===== src/rtl/mips_multicycle_ctrl.sv =====
// Multi-cycle MIPS control sequencer: one instruction per handshake, strobes decoded from state.
// Latency accept->instr_done: 4 R/addi, 3 beq, 3+N sw, 4+N lw (N = MEM cycles); 2 for illegal opcodes.
// Backpressure: instr_ready only in IDLE. Optional retired counter under MIPS_CTRL_PERF_EN.
module mips_multicycle_ctrl #(
    parameter int MEM_TIMEOUT = 15,
    parameter int CNT_W       = 32
) (
    input  logic             clk,
    input  logic             rst,
    input  logic             instr_valid,
    output logic             instr_ready,
    input  logic [31:0]      instr_word,
    input  logic             mem_ack,
    output logic             reg_write,
    output logic             mem_read,
    output logic             mem_write,
    output logic             mem_to_reg,
    output logic             reg_dst,
    output logic             alu_src,
    output logic [1:0]       alu_op,
    output logic             branch,
    output logic             instr_done,
    output logic             err,
    output logic [CNT_W-1:0] retired_count
);
    typedef enum logic [2:0] {
        S_IDLE, S_DECODE, S_EXEC, S_MEM, S_WB, S_DONE
    } state_t;

    localparam int TW = (MEM_TIMEOUT < 2) ? 1 : $clog2(MEM_TIMEOUT + 1);
    localparam logic [5:0] OP_R    = 6'd0;
    localparam logic [5:0] OP_LW   = 6'd35;
    localparam logic [5:0] OP_SW   = 6'd43;
    localparam logic [5:0] OP_ADDI = 6'd8;
    localparam logic [5:0] OP_BEQ  = 6'd4;

    state_t         r_state, w_state_nxt;
    logic [5:0]     r_op;
    logic           r_err, w_err_nxt;
    logic [TW-1:0]  r_cnt, w_cnt_nxt, w_cnt_inc;
    logic           w_is_r, w_is_lw, w_is_sw, w_is_addi, w_is_beq, w_legal, w_lvl_en;
    logic           w_unused;

    assign w_unused  = &instr_word[25:0];
    assign w_is_r    = (r_op == OP_R);
    assign w_is_lw   = (r_op == OP_LW);
    assign w_is_sw   = (r_op == OP_SW);
    assign w_is_addi = (r_op == OP_ADDI);
    assign w_is_beq  = (r_op == OP_BEQ);
    assign w_legal   = w_is_r | w_is_lw | w_is_sw | w_is_addi | w_is_beq;
    assign w_cnt_inc = r_cnt + 1'b1;

    always_comb begin
        w_state_nxt = r_state;
        w_err_nxt   = r_err;
        w_cnt_nxt   = r_cnt;
        case (r_state)
            S_IDLE: begin
                if (instr_valid) begin
                    w_state_nxt = S_DECODE;
                    w_err_nxt   = 1'b0;
                end
            end
            S_DECODE: begin
                if (w_legal) begin
                    w_state_nxt = S_EXEC;
                end else begin
                    w_state_nxt = S_DONE;
                    w_err_nxt   = 1'b1;
                end
            end
            S_EXEC: begin
                if (w_is_beq)               w_state_nxt = S_DONE;
                else if (w_is_lw | w_is_sw) w_state_nxt = S_MEM;
                else                        w_state_nxt = S_WB;
            end
            S_MEM: begin
                w_cnt_nxt = w_cnt_inc;
                // ack takes priority over a timeout landing in the same cycle
                if (mem_ack) begin
                    w_cnt_nxt   = '0;
                    w_state_nxt = w_is_lw ? S_WB : S_DONE;
                end else if ((MEM_TIMEOUT != 0) && (w_cnt_inc == TW'(MEM_TIMEOUT))) begin
                    w_cnt_nxt   = '0;
                    w_state_nxt = S_DONE;
                    w_err_nxt   = 1'b1;
                end
            end
            S_WB:    w_state_nxt = S_DONE;
            S_DONE:  w_state_nxt = S_IDLE;
            default: w_state_nxt = S_IDLE;
        endcase
    end

    always_ff @(posedge clk) begin
        if (rst) begin
            r_state <= S_IDLE;
            r_op    <= '0;
            r_err   <= 1'b0;
            r_cnt   <= '0;
        end else begin
            r_state <= w_state_nxt;
            r_err   <= w_err_nxt;
            r_cnt   <= w_cnt_nxt;
            if (r_state == S_IDLE && instr_valid) r_op <= instr_word[31:26];
        end
    end

    // levels are held from DECODE through DONE for legal opcodes only
    assign w_lvl_en    = (r_state != S_IDLE) && w_legal;
    assign instr_ready = (r_state == S_IDLE);
    assign reg_dst     = w_lvl_en && w_is_r;
    assign alu_src     = w_lvl_en && (w_is_lw || w_is_sw || w_is_addi);
    assign mem_to_reg  = w_lvl_en && w_is_lw;
    assign alu_op      = !w_lvl_en ? 2'd0 : (w_is_r ? 2'd2 : (w_is_beq ? 2'd1 : 2'd0));
    assign branch      = (r_state == S_EXEC) && w_is_beq;
    assign mem_read    = (r_state == S_MEM) && w_is_lw;
    assign mem_write   = (r_state == S_MEM) && w_is_sw;
    assign reg_write   = (r_state == S_WB);
    assign instr_done  = (r_state == S_DONE);
    assign err         = (r_state == S_DONE) && r_err;

`ifdef MIPS_CTRL_PERF_EN
    logic [CNT_W-1:0] r_retired;
    always_ff @(posedge clk) begin
        if (rst) begin
            r_retired <= '0;
        end else if (r_state == S_DONE && !r_err && r_retired != {CNT_W{1'b1}}) begin
            r_retired <= r_retired + 1'b1;
        end
    end
    assign retired_count = r_retired;
`else
    assign retired_count = '0;
`endif
endmodule

===== config.mk =====
export PLATFORM = sky130hd
export DESIGN_NAME = mips_multicycle_ctrl
export DESIGN_NICKNAME = d
export VERILOG_FILES = /design/src/rtl/mips_multicycle_ctrl.sv
export SDC_FILE = /design/constraint.sdc
export NUM_CORES = 1
export LEC_CHECK = 0
export ABC_AREA = 0
export BUFFER_PORTS_ARGS = -buffer_cell sky130_fd_sc_hd__buf_4
export CORE_MARGIN = 2
export CORE_UTILIZATION = 40
export DETAILED_ROUTE_END_ITERATION = 8
export PLACE_DENSITY = 0.85
export RECOVER_POWER = 100
export SLEW_MARGIN = 10
export SYNTH_ARGS = -nofsm -noshare
export SYNTH_HDL_FRONTEND = slang
export SYNTH_SLANG_ARGS = --single-unit

===== constraint.sdc =====
create_clock -name clk -period 2.6 [get_ports clk]
set_input_delay 0.52 -clock clk [delete_from_list [all_inputs] [get_ports clk]]
set_output_delay 0.52 -clock clk [all_outputs]
set_load 0.005 [all_outputs]

# Word-level counts from Yosys, hierarchy flattened
# Cells that the tools add are included.
[totals] in_bits=36 out_inout_bits=44 register_bits=14 elab_cells=60
[classes] bitwise=5 reduce_logical=17 add_sub_neg=1 n_eq_ne=15 mux=18
[ops] operator="$mux 3" n=6
[ops] operator="$pmux 3 s5" n=1
[ops] operator="$eq 6x6->1 const B" n=2
[ops] operator="$logic_and 1x1->1" n=9
[ops] operator="$mux 4" n=2
[ops] operator="$ne 2x2->1 const B" n=4
[ops] operator="$eq 3x2->1 const B" n=2
[ops] operator="$eq 3x3->1 const B" n=2
[ops] operator="$eq 6x3->1 const B" n=1
[ops] operator="$eq 6x4->1 const B" n=1
[ops] operator="$logic_not 6->1" n=1
[ops] operator="$mux 1" n=6
[ops] operator="$reduce_bool 3->1" n=2
[ops] operator="$or 1x1->1" n=5
[ops] operator="$reduce_and 5->1" n=1
[ops] operator="$add 4x1->4 const B" n=1
[ops] operator="$eq 4x4->1 const B" n=1
[ops] operator="$mux 2" n=2
[ops] operator="$eq 3x1->1 const B" n=1
[ops] operator="$logic_not 3->1" n=1
[ops] operator="$ne 3x3->1 const B" n=1
[ops] operator="$pmux 1 s3" n=1
[ops] operator="$logic_or 1x1->1" n=2
[ops] operator="$reduce_and 2->1" n=1

# Depth between registers and ports, before layout
# Gate-level depths: netlist of run 1.
[logic_depth] ltp_word=7 depth_mapped=6 depth_no_buf=5

# Least setup slack after synthesis of run 1
# No wires, ideal clock.
[synth_timing] kind="flip-flop to output port" start="reg r_op[4]" end="out alu_op[1]" required_time_ps=2080 path_stages_with_launch=5 slack_ps=754 t_arrival_ps=1326 cell_sequence="dfxtp_1 > or2_1 > or2_2 > nor3_1 > buf_4"
[synth_between] elab_chain_cells=7
[synth_lines] item="start: declaration" line="38" source="logic [5:0] r_op;"
[synth_lines] item="start signal: assignment" line="105" source="if (r_state == S_IDLE && instr_valid) r_op <= instr_word[31:26];"
[synth_lines] item="$eq 6x6->1 or $logic_not 6->1 (tied branches)" line="46, 45"
[synth_lines] item="$or 1x1->1 (4 in series)" line="50" source="assign w_legal = w_is_r | w_is_lw | w_is_sw | w_is_addi | w_is_beq;"
[synth_lines] item="$logic_and 1x1->1" line="110" source="assign w_lvl_en = (r_state != S_IDLE) && w_legal;"
[synth_lines] item="$mux 2 (*)" line="115" source="assign alu_op = !w_lvl_en ? 2'd0 : (w_is_r ? 2'd2 : (w_is_beq ? 2'd1 : 2'd0));"
[synth_lines] item="end: declaration" line="20" source="output logic [1:0] alu_op,"
# Every way passes the cells marked *; elsewhere a longest branch is shown, timed or not.

# Worst setup path after layout of run 1
[layout_timing] start="reg r_op[5]" end="out branch"
[layout_between] elab_chain_cells=2
[layout_lines] item="$eq 6x3->1" line="49" source="assign w_is_beq = (r_op == OP_BEQ);"
[layout_lines] item="$logic_and 1x1->1" line="116" source="assign branch = (r_state == S_EXEC) && w_is_beq;"
[layout_lines] item="end: declaration" line="21" source="output logic branch,"
# No other way between the ends.

==> results of run 1 <==
==> worst min-delay path, stage by stage <==
cell and delay [ns]:
buf_4 0.07, mux2i_1 0.05, nor2_1 0.07
==> cells by family (layout without fill, tap and decap cells) <==
kind of cell,after synthesis,after routing,share of synthesized area [%]
AO/OA/AOI/OAI,33,33,21.79
XOR/XNOR,1,1,0.6966
adder cells (fa/ha/maj),2,2,1.990
buffers and inverters,47,32,24.97
flip-flops,14,14,22.29
multiplexers,6,6,4.776
other,1,32,0.2982
AND/OR/NAND/NOR,52,52,23.19
==> through the flow <==
stage | power [mW] | utilization (%) | hold slack [ns]
CTS | 0.7937 | 44.21 | 0.4603
detailed placement | 0.6331 | 43.02 | 0.5220
global route | 0.8411 | 43.31 | 0.4619
global placement | 0.6285 | 43.02 | 0.5069
floorplan | 0.5897 | - | 0.4869
finish | 0.7824 | 43.31 | 0.4684
==> power breakdown <==
group	internal [mW]	leakage (nW)	switching [mW]
clock network	0.0852	0.0210	0.0748
logic	0.155	0.441	0.171
registers	0.245	0.114	0.0509
==> worst min-delay path by stage <==
stage | cells after the start | from | to | slack [ns]
6_report | 3 | instr_word[29] | r_op[3] | 0.47
5_1_grt | 3 | instr_word[29] | r_op[3] | 0.46
4_1_cts | 3 | instr_word[29] | r_op[3] | 0.46
3_5_place_dp | 2 | r_cnt[1] | r_cnt[1] | 0.52
3_3_place_gp | 2 | r_cnt[0] | r_cnt[0] | 0.51
2_1_floorplan | 2 | r_cnt[0] | r_cnt[0] | 0.49
==> layout make-up <==
class	count	area [um2]	area share, %
Inverter	6	22.52	1.718
Multi-Input combinational cell	126	755.7	57.63
Timing Repair Buffer	22	161.4	12.31
Clock buffer	4	36.28	2.767
Tap cell	44	55.05	4.198
Sequential cell	14	280.3	21.37
==> cells in the mapped netlist (all sizes together), types with 3 or more instances <==
library cell	number
nor3	8
inv	6
or2	4
and2	3
clkbuf	4
dfxtp	14
o21ai	3
nand3	4
a211o	3
nand2	9
mux2i	6
nor2b	3
buf	37
a21oi	8
nor2	11
==> cells in the final DEF (no fill, tap or decap), drive strengths merged, types with 2 or more instances in the layout <==
cell     n
conb    32
buf     16
dfxtp   14
nor2    11
clkbuf  10
nand2    9
nor3     8
a21oi    8
inv      6
mux2i    6
nand3    4
or2      4
nor2b    3
o21ai    3
a211o    3
and2     3
nand3b   2
a21o     2
o211ai   2
a311oi   2
o32ai    2
ha       2
and3     2
a211oi   2
==> state kept, by name, summed over array words and instances, names as in the netlist <==
name and cells:
r_op 6, r_state 3, r_cnt 4, r_err 1
==> per-layer routing <==
| layer | global-route usage (%) | up-vias |
|---|---|---|
| met3 | 3.247 | 2 |
| met4 | 4.762 | 0 |
| met1 | 17.82 | 489 |
| li1 | - | 522 |
| met5 | 0 | - |
| met2 | 20.19 | 44 |
==> flow_summary_export.csv, run 1 <==
group,metric,value,unit
status,outcome,"finished, final reports clean",
global_routing,grt_overflow,0,
floorplan,ios,80,
synthesis,synth_cell_type_count,48,
global_routing,grt_max_degree,18,
placement,numPortBuffers,21,
timing,worst_pin_slew,0.6686,ns
floorplan,rows,20,
placement,hpwlAfterDp,1827,um
clock_network,path_clk_slew,0.09,ns
placement,gp_congestion,0.7955,
worst_setup_path,crit_family,"simple AND/OR/NAND/NOR gates",
clock_network,cts_sinks,14,
worst_setup_path,slowest_stage,"nor4b_1",
worst_setup_path,critical_path_class,"flop to output pin",
floorplan,die_x,60.07,um
clock_network,clk_latency,0.28,ns
timing,tns,0,ns
clock_network,cts_max_level,1,
worst_setup_path,critPathBufInv,1,
synthesis,netlist_area,1257,um2
placement,pre_cts_ws,0.6191,ns
synthesis,yosys_warnings,0,
clock_network,root_buffer,"clkbuf_4",
worst_setup_path,cp-end-kind,"output pin",
global_routing,antenna_found_initial,0,
drt,vias_per_cell,4.894,
final_layout,area_delta_synth_final,4.279,%
synthesis,synthCells,156,
floorplan,die_area,3608,um2
final_layout,fillCellCount,302,
clock_network,cts_tree,"yes",
drt,drc_errors,0,
drt,routed.top_layer,"met4",
timing,timing.fmax,0.4107,GHz
synthesis,yosys.area.top_type,"dfxtp_1",
synthesis,yosysSeqAreaShare,22.29,%
worst_setup_path,startpoint_type,"flop",
timing,slew_violations,0,
timing,worst_slack,0.1651,ns
global_routing,grt_pass1_wl,3636,um
drt,met1Wirelength,1084,um
worst_setup_path,worstPathMaxFanout,6,
drt,route.met3.wl,150,um
worst_setup_path,max_stage_delay,0.49,ns
synthesis,synthTopCellsByArea,"dfxtp_1 22%, buf_4 20%, mux2i_1 4.8%",
drt,route.final.wire_length,2429,um
worst_setup_path,required,2.08,ns
drt,via_count,1057,
clock_network,postCtsSetupBuffers,0,
drt,wl_per_cell,11.25,um
pwr,peakVddDrop,347.0,uV
drt,routed-wl-met2,1179,um
timing,setup_violations,0,
clock_network,numCtsBuffers,3,
drt,drt_iter0_drc,49,
job,max_cap_viol_count,0,
worst_setup_path,reg2reg_slack,0.38,ns
synthesis,yosysTopAreaCellShare,22.29,%
worst_setup_path,critPathCapture,"branch",
synthesis,synth.avg_cell_area,8.061,um2
pwr,powerDensity,596.7,nW/um2
worst_setup_path,cp.arrival,1.91,ns
clock_network,cts_buffer_depth,2,
floorplan,die_h,60.07,um
final_layout,finalNetCount,211,
clock_network,cts_resized,0,
worst_setup_path,r2r_cells,5,
pwr,p_leak,0.5760,nW
timing,final.period_utilization,93.65,%
clock_network,cts_hold_buf,0,
floorplan,core_area,3028,um2
worst_setup_path,worstReg2RegEnd,"r_state[1]",
drt,postRouteAntennaNets,0,
placement,dpl.cell_count,212,
final_layout,drive_gt1_share,19.77,%
synthesis,async_reset_ff_share,0,%
global_routing,grt_usage,13.17,%
timing,finalCriticalPeriod,2.435,ns
global_routing,grt_pass1_vias,832,
synthesis,ys_seq_elements,14,
final_layout,antennaDiodeCount,0,
final_layout,final_cell_area,1311,um2
worst_setup_path,r2r-start,"r_cnt[1]",
drt,drt_first_pass_iters,4,
final_layout,final_cell_count_no_fill,216,
worst_setup_path,worstSetupStartpoint,"r_op[5]",
worst_setup_path,cp_cell_sequence,"or3_1, nor4b_1, and3_1, clkbuf_4",
timing,relSlewSlack,55.34,%
timing,finalHoldViolations,0,
synthesis,synthFlopType,"dfxtp_1",
synthesis,synth-edff-count,0,
timing,fin_skew,0.003839,ns
placement,dpl-instance-area,1303,um2
floorplan,start_util,41.53,%
worst_setup_path,critical_path_depth,4,
timing,rsz0062_at_grt,"false",
worst_hold_path,hold_path.class,"primary input to flop",
Power figures use the tool's default switching activity.
==> inputs of run 2 (changes only) <==
Settings changed: CTS_BUF_LIST set to sky130_fd_sc_hd__clkbuf_4.
==> run 2 against run 1 <==
Clock power shrank 21%. Final area is 0.76% lower. Die area unchanged. Hold slack barely moved. Setup slack gained 0.014 ns. Sequential power is essentially flat. Critical path type unchanged. Critical endpoint unchanged.
==> flow_summary_export.csv, run 2 (same netlist as run 1, synthesis figures left out) <==
group,metric,value,unit
status,outcome,"finished, final reports clean",
final_layout,area_delta_synth_final,3.483,%
drt,drt_iter0_drc,42,
placement,dpl.cell_count,212,
placement,gp_congestion,0.7955,
timing,finalHoldViolations,0,
worst_setup_path,r2r_cells,5,
timing,setup_violations,0,
floorplan,core_area,3028,um2
clock_network,cts_resized,0,
placement,dpl-instance-area,1303,um2
pwr,sequentialPowerShare,39.5,%
final_layout,final_cell_mix,"32 x conb_1, 16 x buf_4, 14 x dfxtp_1",
clock_network,clk_latency,0.28,ns
clock_network,root_buffer,"clkbuf_4",
worst_hold_path,hold_start,"instr_word[29]",
worst_setup_path,slowest_stage,"nor4b_1",
timing,slew_violations,0,
final_layout,fillCellCount,306,
worst_setup_path,startpoint_type,"flop",
worst_setup_path,critical_path_class,"flop to output pin",
clock_network,path_clk_slew,0.09,ns
clock_network,postCtsSetupBuffers,0,
pwr,combPwrFrac,43.5,%
drt,via_count,1049,
pwr,p_int,0.4560,mW
worst_setup_path,cp_cell_sequence,"or3_1, nor4b_1, and3_1, clkbuf_4",
placement,numPortBuffers,21,
clock_network,cts_buffer_depth,2,
worst_setup_path,max_stage_delay,0.48,ns
worst_setup_path,worstPathMaxFanout,6,
timing,final.period_utilization,93.11,%
worst_setup_path,r2r-start,"r_cnt[1]",
timing,rsz0062_at_grt,"false",
pwr,clkPwrFrac,17.0,%
pwr,netSwitchingFraction,39.02,%
job,max_cap_viol_count,0,
floorplan,start_util,41.53,%
placement,hpwlAfterDp,1827,um
final_layout,final_cell_area,1301,um2
worst_hold_path,hold_path_depth,3,
drt,route.final.wire_length,2388,um
timing,timing.fmax,0.4131,GHz
worst_setup_path,cp.arrival,1.90,ns
global_routing,grt_max_degree,18,
clock_network,cts_max_level,1,
worst_setup_path,cp-end-kind,"output pin",
pwr,powerDensity,574.7,nW/um2
placement,pre_cts_ws,0.6191,ns
final_layout,regMostFlops,"r_op",
pwr,peakVddDrop,328.8,uV
worst_setup_path,required,2.08,ns
timing,worst_slack,0.1791,ns
final_layout,largest_reg_flops,6,
clock_network,cts_tree,"yes",
final_layout,final_common_cell,"conb_1",
drt,drc_errors,0,
final_layout,ff_latch_area,280.3,um2
final_layout,drive_gt1_share,19.19,%
worst_setup_path,worstReg2RegEnd,"r_state[1]",
clock_network,cts_hold_buf,0,
drt,wl_per_cell,11.06,um
global_routing,grt_pass1_vias,814,
floorplan,ios,80,
worst_hold_path,hold_path.class,"primary input to flop",
timing,whs,0.4688,ns
final_layout,multiInputGateArea,755.7,um2
worst_hold_path,holdPathEnd,"r_op[3]",
floorplan,die_h,60.07,um
timing,finalCriticalPeriod,2.421,ns
pwr,p_leak,0.5704,nW
final_layout,finalNetCount,211,
clock_network,cts_sinks,14,
global_routing,grt_usage,12.86,%
floorplan,die_area,3608,um2
timing,fin_skew,0.009800,ns
worst_setup_path,reg2reg_slack,0.38,ns
final_layout,antennaDiodeCount,0,
drt,drt_first_pass_iters,4,
floorplan,die_x,60.07,um
timing,tns,0,ns
global_routing,antenna_found_initial,0,
timing,worst_pin_slew,0.6673,ns
drt,postRouteAntennaNets,0,
final_layout,reg.largest.list,"r_op x6, r_cnt x4, r_state x3",
final_layout,final_cell_count_no_fill,216,
drt,vias_per_cell,4.856,
pwr,power.switching,0.2918,mW
final_layout,final_util,42.98,%
clock_network,numCtsBuffers,3,
global_routing,grt_pass1_wl,3567,um
pwr,finalPower,0.7479,mW
timing,relSlewSlack,55.43,%
global_routing,grt_overflow,0,
floorplan,rows,20,
[run 2: how the worst max path moves through the flow]
stage | start | to | cells after the start
after floorplan | r_op[4] | alu_op[1] | 4
after global placement | r_state[2] | reg_dst | 4
after detailed placement | r_state[2] | reg_dst | 4
after CTS | r_state[2] | reg_dst | 4
after global routing | r_state[2] | alu_op[1] | 4
final | r_op[5] | branch | 4
[run 2: critical path, delay by kind of cell, from the launching register on]
kind	cells	cell delay, ns
DFF	1	0.36
buffers and inverters	1	0.13
and+or+nand+nor	3	1.14
[run 2: final cells by class]
type                       count  area share, %
multi-input combinational    126          58.08
sequential                    14          21.54
timing repair buffer          22          12.40
tap                           44          4.231
clock buffer                   3          1.731
inverter                       6          1.731
clock inverter                 1         0.2885
[run 2: power groups by stage]
stage                     registers [mW]  logic [mW]  clock network (mW)
after floorplan                    0.272       0.317                   0
after global placement             0.300       0.329                   0
after global routing               0.301       0.364               0.143
final                              0.295       0.326               0.127
after detailed placement           0.301       0.332                   0
after CTS                          0.296       0.333               0.133
[run 2: routing by layer]
| metal | global-route usage (%) | part of all wire (%) |
|---|---|---|
| met1 | 17.69 | 45 |
| met2 | 20.03 | 49 |
| met3 | 3.247 | 5.4 |
| met4 | 3.175 | 0.59 |
| met5 | 0 | 0 |
==> inputs of run 3 (changes only) <==
Settings changed: PLACE_DENSITY 0.85 to unset, PLACE_DENSITY_LB_ADDON set to 0.05.
==> run 3 against run 2 <==
Die area unchanged. Sequential power increased by 2%. First-iteration DRC count decreased by 19%. Clock power increased by 5%. Critical path type unchanged. Global-route usage increased by 2.6 points. Utilization increased by 0.17 points. Largest power group unchanged.
==> flow_summary_export.csv, run 3 (same netlist as run 1, synthesis figures left out) <==
group,metric,value,unit
pwr,peakVddDrop,286.2,uV
final_layout,drive_gt1_share,19.77,%
worst_setup_path,required,2.08,ns
floorplan,die_area,3608,um2
worst_setup_path,startpoint_type,"flop",
drt,route.final.wire_length,2588,um
clock_network,cts_buffer_depth,2,
worst_setup_path,cp.arrival,1.95,ns
timing,finalCriticalPeriod,2.469,ns
floorplan,start_util,41.53,%
clock_network,path_clk_slew,0.09,ns
clock_network,cts_max_level,1,
final_layout,final_cell_mix,"32 x conb_1, 17 x buf_4, 14 x dfxtp_1",
global_routing,grt_pass1_wl,4181,um
final_layout,fillCellCount,309,
clock_network,root_buffer,"clkbuf_4",
global_routing,grt_usage,15.43,%
timing,finalHoldViolations,0,
clock_network,numCtsBuffers,3,
timing,relSlewSlack,52.99,%
final_layout,largest_reg_flops,6,
timing,slew_violations,0,
drt,routed.top_layer,"met4",
drt,postRouteAntennaNets,0,
global_routing,grt_pass1_vias,890,
drt,routed-wl-met2,1215,um
final_layout,area_delta_synth_final,3.880,%
global_routing,grt_max_degree,18,
worst_setup_path,worstPathMaxFanout,6,
final_layout,finalNetCount,211,
timing,whs,0.4652,ns
drt,drt_iter0_drc,34,
worst_setup_path,critical_path_class,"flop to output pin",
floorplan,die_x,60.07,um
placement,numPortBuffers,21,
floorplan,rows,20,
worst_hold_path,hold_path.class,"primary input to flop",
drt,vias_per_cell,4.847,
global_routing,antenna_found_initial,0,
clock_network,cts_resized,0,
drt,wl_per_cell,11.98,um
drt,drt_first_pass_iters,4,
drt,via_count,1047,
drt,route.met3.wl,144,um
timing,rsz0062_at_grt,"false",
timing,timing.fmax,0.4051,GHz
drt,drc_errors,0,
pwr,powerDensity,587.2,nW/um2
floorplan,core_area,3028,um2
final_layout,regMostFlops,"r_op",
clock_network,clk_latency,0.28,ns
pwr,p_leak,0.5702,nW
placement,hpwlAfterDp,1963,um
clock_network,postCtsSetupBuffers,0,
final_layout,antennaDiodeCount,0,
timing,fin_skew,0.001585,ns
timing,setup_violations,0,
global_routing,grt_overflow,0,
clock_network,cts_hold_buf,0,
floorplan,ios,80,
timing,tns,0,ns
final_layout,reg.largest.list,"r_op x6, r_cnt x4, r_state x3",
status,outcome,"finished, final reports clean",
final_layout,final_common_cell,"conb_1",
floorplan,die_h,60.07,um
placement,gp_congestion,0.7906,
clock_network,cts_sinks,14,
drt,met1Wirelength,1199,um
timing,worst_pin_slew,0.7038,ns
job,max_cap_viol_count,0,
clock_network,cts_tree,"yes",
timing,final.period_utilization,94.95,%
worst_setup_path,cp-end-kind,"output pin",
run 3: cell type report:
cell class / instances / area, um2 / share of cell area (%)
clock inverter: 1 / 3.754 / 0.2874
sequential: 14 / 280.3 / 21.46
tap: 44 / 55.05 / 4.215
multi-input combinational: 126 / 760.7 / 58.24
timing repair buffer: 22 / 161.4 / 12.36
clock buffer: 3 / 22.52 / 1.724
inverter: 6 / 22.52 / 1.724
run 3: worst paths after layout:
path | cells past startpoint | startpoint | end | slack (ns)
hold / removal | 3 | instr_word[29] | r_op[3] | 0.47
setup reg to reg | 5 | r_cnt[1] | r_state[1] | 0.31
hold reg to reg | 2 | r_cnt[1] | r_cnt[1] | 0.54
setup / recovery | 4 | r_op[5] | branch | 0.13
run 3: report_power, final:
part | internal (mW) | switching [mW]
clock | 0.0557 | 0.0770
sequential | 0.245 | 0.0545
combinational | 0.157 | 0.177
run 3: through the flow:
step                      instances  instance area, um2  utilization, %  power [mW]  setup slack [ns]
after floorplan                 187                1374               -      0.5897            0.7538
after global placement          212                1303           43.02      0.6407            0.5881
after detailed placement        212                1303           43.02      0.6467            0.5632
after CTS                       216                1329           43.88      0.7837            0.2268
after global routing            216                1306           43.14      0.8382           0.03541
final                           216                1306           43.14      0.7670            0.1312
run 3: critical path, stage by stage (launching register included):
cell	delay [ns]
dfxtp_1	0.37
or3_1	0.40
nor4b_1	0.53
and3_1	0.25
buf_4	0.11
run 3: routing by layer:
layer / up-vias / GRT usage [%]
met2: 39 / 22.83
met5: - / 0
met1: 481 / 21.83
li1: 523 / -
met3: 4 / 4.113
met4: 0 / 4.444
